[src/rtl/uart_receiver.sv]
// uart_receiver: 8-bit UART receiver with oversampled bit-centre detection.
// The line is synchronized, a falling edge opens a frame, and every bit is
// sampled in the middle of its period. Each byte is offered on a held-valid /
// acknowledge interface, and framing, parity and overrun errors are flagged.
// Optional feature: define UART_RX_PARITY_EN to expect an even-parity bit
// between the data and the stop bit (otherwise the frame is plain 8N1).
module uart_receiver #(
  parameter int OVERSAMPLE = 16
) (
  input  logic       clk,
  input  logic       rst_n,
  input  logic       rx_en,
  input  logic       data_in,
  input  logic       data_ack,
  output logic [7:0] data_out,
  output logic       data_valid,
  output logic       frame_err,
  output logic       parity_err,
  output logic       overrun_err
);

  localparam int CW = $clog2(OVERSAMPLE);
  localparam logic [CW-1:0] HALF_M1 = CW'(OVERSAMPLE / 2 - 1);
  localparam logic [CW-1:0] FULL_M1 = CW'(OVERSAMPLE - 1);

  localparam logic [2:0] ST_IDLE   = 3'd0;
  localparam logic [2:0] ST_START  = 3'd1;
  localparam logic [2:0] ST_DATA   = 3'd2;
`ifdef UART_RX_PARITY_EN
  localparam logic [2:0] ST_PARITY = 3'd3;
`endif
  localparam logic [2:0] ST_STOP   = 3'd4;

  logic          sync_q1;
  logic          sync_q2;
  logic          rx_line;
  logic          line_prev;
  logic [2:0]    state;
  logic [CW-1:0] tick_cnt;
  logic [2:0]    bit_cnt;
  logic [7:0]    shift_reg;
  logic          stop_event;

  assign rx_line    = sync_q2;
  assign stop_event = rx_en && (state == ST_STOP) && (tick_cnt == FULL_M1);

`ifdef UART_RX_PARITY_EN
  logic parity_bit;
  logic parity_ok;
  assign parity_ok = ~^{shift_reg, parity_bit};
`else
  assign parity_err = 1'b0;
`endif

  // Two-flop synchronizer; resets to the idle-high line level.
  always_ff @(posedge clk or negedge rst_n) begin
    if (!rst_n) begin
      sync_q1 <= 1'b1;
      sync_q2 <= 1'b1;
    end else begin
      sync_q1 <= data_in;
      sync_q2 <= sync_q1;
    end
  end

  // Frame sequencer: advances only on oversample ticks and samples bit centres.
  always_ff @(posedge clk or negedge rst_n) begin
    if (!rst_n) begin
      line_prev <= 1'b1;
      state     <= ST_IDLE;
      tick_cnt  <= '0;
      bit_cnt   <= '0;
      shift_reg <= '0;
`ifdef UART_RX_PARITY_EN
      parity_bit <= 1'b0;
`endif
    end else if (rx_en) begin
      line_prev <= rx_line;
      case (state)
        ST_IDLE: begin
          if (line_prev && !rx_line) begin
            state    <= ST_START;
            tick_cnt <= '0;
          end
        end
        ST_START: begin
          if (tick_cnt == HALF_M1) begin
            tick_cnt <= '0;
            if (!rx_line) begin
              state   <= ST_DATA;
              bit_cnt <= '0;
            end else begin
              state <= ST_IDLE;
            end
          end else begin
            tick_cnt <= tick_cnt + CW'(1);
          end
        end
        ST_DATA: begin
          if (tick_cnt == FULL_M1) begin
            tick_cnt  <= '0;
            shift_reg <= {rx_line, shift_reg[7:1]};
            bit_cnt   <= bit_cnt + 3'd1;
            if (bit_cnt == 3'd7) begin
`ifdef UART_RX_PARITY_EN
              state <= ST_PARITY;
`else
              state <= ST_STOP;
`endif
            end
          end else begin
            tick_cnt <= tick_cnt + CW'(1);
          end
        end
`ifdef UART_RX_PARITY_EN
        ST_PARITY: begin
          if (tick_cnt == FULL_M1) begin
            tick_cnt   <= '0;
            parity_bit <= rx_line;
            state      <= ST_STOP;
          end else begin
            tick_cnt <= tick_cnt + CW'(1);
          end
        end
`endif
        ST_STOP: begin
          if (tick_cnt == FULL_M1) begin
            tick_cnt <= '0;
            state    <= ST_IDLE;
          end else begin
            tick_cnt <= tick_cnt + CW'(1);
          end
        end
        default: state <= ST_IDLE;
      endcase
    end
  end

  // Result handling: load good bytes, hold valid until acked, pulse errors.
  always_ff @(posedge clk or negedge rst_n) begin
    if (!rst_n) begin
      data_out    <= 8'h00;
      data_valid  <= 1'b0;
      frame_err   <= 1'b0;
      overrun_err <= 1'b0;
`ifdef UART_RX_PARITY_EN
      parity_err  <= 1'b0;
`endif
    end else begin
      frame_err   <= 1'b0;
      overrun_err <= 1'b0;
`ifdef UART_RX_PARITY_EN
      parity_err  <= 1'b0;
`endif
      if (data_ack && data_valid) begin
        data_valid <= 1'b0;
      end
      if (stop_event) begin
        if (!rx_line) begin
          frame_err <= 1'b1;
`ifdef UART_RX_PARITY_EN
        end else if (!parity_ok) begin
          parity_err <= 1'b1;
`endif
        end else if (!data_valid || data_ack) begin
          data_out   <= shift_reg;
          data_valid <= 1'b1;
        end else begin
          overrun_err <= 1'b1;
        end
      end
    end
  end

endmodule

[config.mk]
export PLATFORM = sky130hd
export DESIGN_NAME = uart_receiver
export DESIGN_NICKNAME = d
export VERILOG_FILES = /design/src/rtl/uart_receiver.sv
export SDC_FILE = /design/constraint.sdc
export NUM_CORES = 1
export LEC_CHECK = 0
export BUFFER_PORTS_ARGS = -buffer_cell sky130_fd_sc_hd__buf_2
export CAP_MARGIN = 10
export CORE_ASPECT_RATIO = 0.8
export CORE_MARGIN = 1.5
export CORE_UTILIZATION = 61
export DETAILED_ROUTE_END_ITERATION = 12
export HOLD_SLACK_MARGIN = 0.06
export PLACE_DENSITY = 0.81
export SLEW_MARGIN = 20
export SYNTH_ARGS = -nofsm -noshare
export SYNTH_HDL_FRONTEND = slang
export SYNTH_SLANG_ARGS = --single-unit
[constraint.sdc]
create_clock -name clk -period 5.1 [get_ports clk]
set_clock_uncertainty 0.2 [all_clocks]
set_input_delay 1.02 -clock clk [delete_from_list [all_inputs] [get_ports clk]]
set_output_delay 1.02 -clock clk [all_outputs]
set_load 0.01 [all_outputs]
== Word level (Yosys, flattened, before mapping) ==
Cells that the tools add are included.

* Logic and storage cells: 65
* Bits in registers: 32

* Mux-type cells: 24
* Reductions and logical operators: 16
* Equal/unequal tests: 12
* Add/subtract/negate cells: 2

{| class="wikitable"
|+ Operator list
! cell !! count
|-
| $mux 3 || 8
|-
| $mux 4 || 3
|-
| $pmux 3 s4 || 1
|-
| $pmux 4 s3 || 1
|-
| $ne 2x2->1 const B || 5
|-
| $mux 1 || 9
|-
| $reduce_and 3->1 || 3
|-
| $eq 3x3->1 const B || 2
|-
| $pmux 3 s2 || 1
|-
| $reduce_and 6->1 || 1
|-
| $reduce_and 5->1 || 1
|-
| $add 4x1->4 const B || 1
|-
| $eq 4x3->1 const B || 1
|-
| $eq 4x4->1 const B || 1
|-
| $logic_and 1x1->1 || 4
|-
| $add 3x1->3 const B || 1
|-
| $eq 3x1->1 const B || 1
|-
| $eq 3x2->1 const B || 1
|-
| $logic_not 3->1 || 1
|-
| $reduce_bool 3->1 || 1
|-
| $logic_not 1->1 || 2
|-
| $mux 2 || 1
|-
| $ne 2x1->1 const B || 1
|-
| $reduce_bool 2->1 || 1
|-
| other kinds (2) || 2
|}

== Longest topological paths before layout ==
* Depth after elaboration: 5
* Depth in mapped cells: 7
* Gate-level depth less buffers: 6

== Least setup slack after synthesis ==
OpenSTA, ideal clock, no wires.

* Kind: input -> register
* Start: input port rx_en
* End: register data_out[0]
* Data arrival time: 2129 ps
* Stages on the path: 5
* Setup time: 125 ps
* Path slack: 2646 ps
* Path buffers: 1
* Cells stage by stage: nand4_1 > or3_4 > nand2b_4 > buf_6 > mux2_4

* Cells in the longest elaborated chain, start to end: 3

{| class="wikitable"
|+ RTL lines
! item !! RTL line !! text
|-
| start: declaration || 12 || <nowiki>input logic rx_en,</nowiki>
|-
| $logic_and 1x1->1 (2 in a row) || 45 || <nowiki>assign stop_event = rx_en && (state == ST_STOP) && (tick_cnt == FULL_M1);</nowiki>
|-
| $reduce_and 3->1 (no line) || -- ||
|-
| end signal: assignment || 166 || <nowiki>data_out <= shift_reg;</nowiki>
|-
| end: declaration || 15 || <nowiki>output logic [7:0] data_out,</nowiki>
|}

Every way passes these cells.
A chain may end at the register's enable or synchronous reset.

== Worst setup path after layout ==
* Start: input port rx_en
* End: register shift_reg[0]

* Cells in the longest elaborated chain, start to end: 1

{| class="wikitable"
|+ RTL lines
! item !! RTL line !! text
|-
| $reduce_and 3->1 (no line) || -- ||
|-
| end signal: assignment || 102 || <nowiki>shift_reg <= {rx_line, shift_reg[7:1]};</nowiki>
|-
| end: declaration || 41 || <nowiki>logic [7:0] shift_reg;</nowiki>
|}

Every way passes these cells.

==> flow_summary.toml <==
[global_routing]
grt_pass1_vias = 837
met2_usage_pct = 33.2
grtUsageTotal_pct = 20.7
grt_pass1_wl_um = 3930
grt.busiest_layer = "met2"
grt_max_degree = 33
use_met3_pct = 9.09
overflow = 0
grt_use_met1_pct = 25.7
antenna_found_initial = 0

[cells_and_area]
areaGrowthSynthToFinish_pct = 10.2
fillers = 157
finish.instance_area_mm2 = 0.00163
nets = 143
diodes = 0
drive_gt1_share_pct = 36.0

[clock_tree]
clk_pin_slew_ns = 0.10
cts_tree = "built"
holdBufCountCts = 0
cts_root_buf = "clkbuf_4"
cts_resized = 0
clockBufferDepth = 2
cts_made_buffers = 5
post_cts_buffers = 0
htree_levels = 2
cts_sinks = 32
clock_latency_ns = 0.33

[synthesis]
ys.flop_type = "dfrtp_1"
synth.most_common_cell = "dfrtp_1"
synthAdderAreaFrac_pct = 3.21
synth_seq_cells = 32
synth-simple-area-share_pct = 13.4
synth_area_mm2 = 0.00148
synthArstFlopShare_pct = 100
yosysTopAreaCellShare_pct = 49.1
synth-compound-area-share_pct = 6.35
synth_largest_area_cell = "dfrtp_1"
avgSynthCellArea_um2 = 12.4
postSynthCellCount = 119
synthMuxAreaShare_pct = 17.9
seq_area_frac_synth_pct = 54.4
synthTopCellsByCount = "dfrtp_1 (29), nand2_1 (14), mux2_2 (12)"
synth_top_family_by_area = "multiplexers"
synth.area.top_cells = "dfrtp_1 (49%), mux2_2 (9.1%), mux2_4 (8.1%)"
synth_nets = 127
synth_cell_types = 33
ys_warn_count = 0
synth_edf_count = 0
synth_xor_xnor_area_share_pct = 0.592

[die]
core-area_mm2 = 0.00221
die_h_um = 47.0
die-area_mm2 = 0.00273
die_w_um = 58.1
start_util_pct = 66.8
ios = 17
fp-row-count = 15

[worst_setup_path]
crit_chain = "buf_2, nand4_1, nor3_2, mux2_2"
critPathBufInv = 1
end_kind = "register"
path_max_fanout = 9
critPathRequiredTime_ns = 5.12
cp-start-kind = "input pin"
critPathTopFamily = "simple AND/OR/NAND/NOR gates"
slowest_delay_ns = 0.61
path_class = "in2reg"
crit_slowest_cell = "nor3_2"
crit_arrival_ns = 2.35

[sta]
slew_violations = 0
min_period_ns = 2.34
rsz0062_at_grt = "false"
hold_viol = 0
setup_viol = 0
setup_tns_ns = 0
worst_pin_slew_ns = 0.694
fin_crit_sh_pct = 45.8
slew_headroom_pct = 53.5
max_freq_mhz = 428

[placement]
gp_congestion = 0.844
port_buffers = 15
place_area_mm2 = 0.00154
hpwl_um = 1750

[route]
routed_wl_um = 2400
drtIter0Drc = 23
vias_per_cell = 5.58
wl_per_cell_um = 14.9
ant_nets = 0
vias = 899
drc = 0
dr.pass1.iters = 6

[pwr]
power_leakage_nw = 0.835
irDropWorstVdd_v = 0.000337
power.density_mw_per_mm2 = 385

[outcome]
status = "complete, no violations"

[run]
maxCapViolCount = 0

[min_path]
hp-class = "reg2reg"
final timing paths:
check / slack (ns) / endpoint / start / depth (start not counted)
worst max-delay path: 2.76 / shift_reg[0]$_DFFE_PN0P_ / rx_en / 4
worst min-delay path: 0.16 / rx_line$_DFF_PN1_ / sync_q1$_DFF_PN1_ / 0
worst max register to register: 2.88 / state[0]$_DFFE_PN0P_ / tick_cnt[0]$_DFFE_PN0P_ / 6
worst min register to register: 0.16 / rx_line$_DFF_PN1_ / sync_q1$_DFF_PN1_ / 0
max in group asynchronous: 3.74 / state[2]$_DFFE_PN0P_ / rst_n / 1
min in group asynchronous: 0.52 / tick_cnt[0]$_DFFE_PN0P_ / rst_n / 1
cell type report:
cell class	count	area, um^2	area share (%)
inverters	2	7.51	0.460
multi-input cells	79	617	37.8
well taps	25	31.3	1.92
clock inverters	1	30.0	1.84
flip-flops and latches	32	805	49.3
clock buffers	7	65.1	3.99
repair buffers	15	75.1	4.60
report_power, final:
group          internal, mW  switching [mW]  leakage, nW
Combinational        0.0485          0.0619        0.352
Clock                 0.130          0.0846       0.0515
Sequential            0.274          0.0283        0.432
Total                 0.452           0.175        0.835
cells in the final DEF (no fill, tap or decap), drive strengths merged, types with 2 or more instances in the layout:
cell | Yosys | final
dfstp | 3 | 3
buf | 5 | 15
nand2b | 6 | 6
nand4 | 2 | 2
dfrtp | 29 | 29
inv | 2 | 2
nand3 | 3 | 3
o22ai | 3 | 3
nor3 | 5 | 5
nor2 | 3 | 3
nand2 | 14 | 14
mux2 | 20 | 20
a21oi | 4 | 4
clkbuf | 1 | 7
o21ai | 4 | 4
ha | 3 | 3
worst reg2reg max path: stages, from the launching register on:
cell and delay [ns]:
dfrtp_1 0.42, ha_1 0.26, nand2_1 0.12, o21ai_0 0.11, o32ai_1 0.52, nor2_1 0.17
mux2_2 0.30
through the flow:
stage,setup slack [ns],total power [mW],utilization [%],instances,hold WS [ns]
after floorplan,2.65,0.407,-,119,0.145
after global placement,2.50,0.410,69.3,153,0.146
after detailed placement,2.44,0.417,69.3,153,0.147
after CTS,2.79,0.631,73.6,161,0.162
after global routing,2.70,0.661,73.6,161,0.167
final,2.76,0.627,73.6,161,0.161
logic make-up (layout without fill, tap and decap cells):
family	after synthesis	count (layout)
other	1	1
XOR/XNOR	1	1
AO/OA/AOI/OAI	15	15
adder cells (fa/ha/maj)	4	4
buffers and inverters	8	25
AND/OR/NAND/NOR	37	37
flip-flops	32	32
multiplexers	21	21
layer usage:
layer	vias up	wire length, um
met5	-	0
met3	4	107
li1	450	-
met2	25	1120
met1	420	1140
met4	0	27
Note: power is estimated with default switching activity, not from simulation.
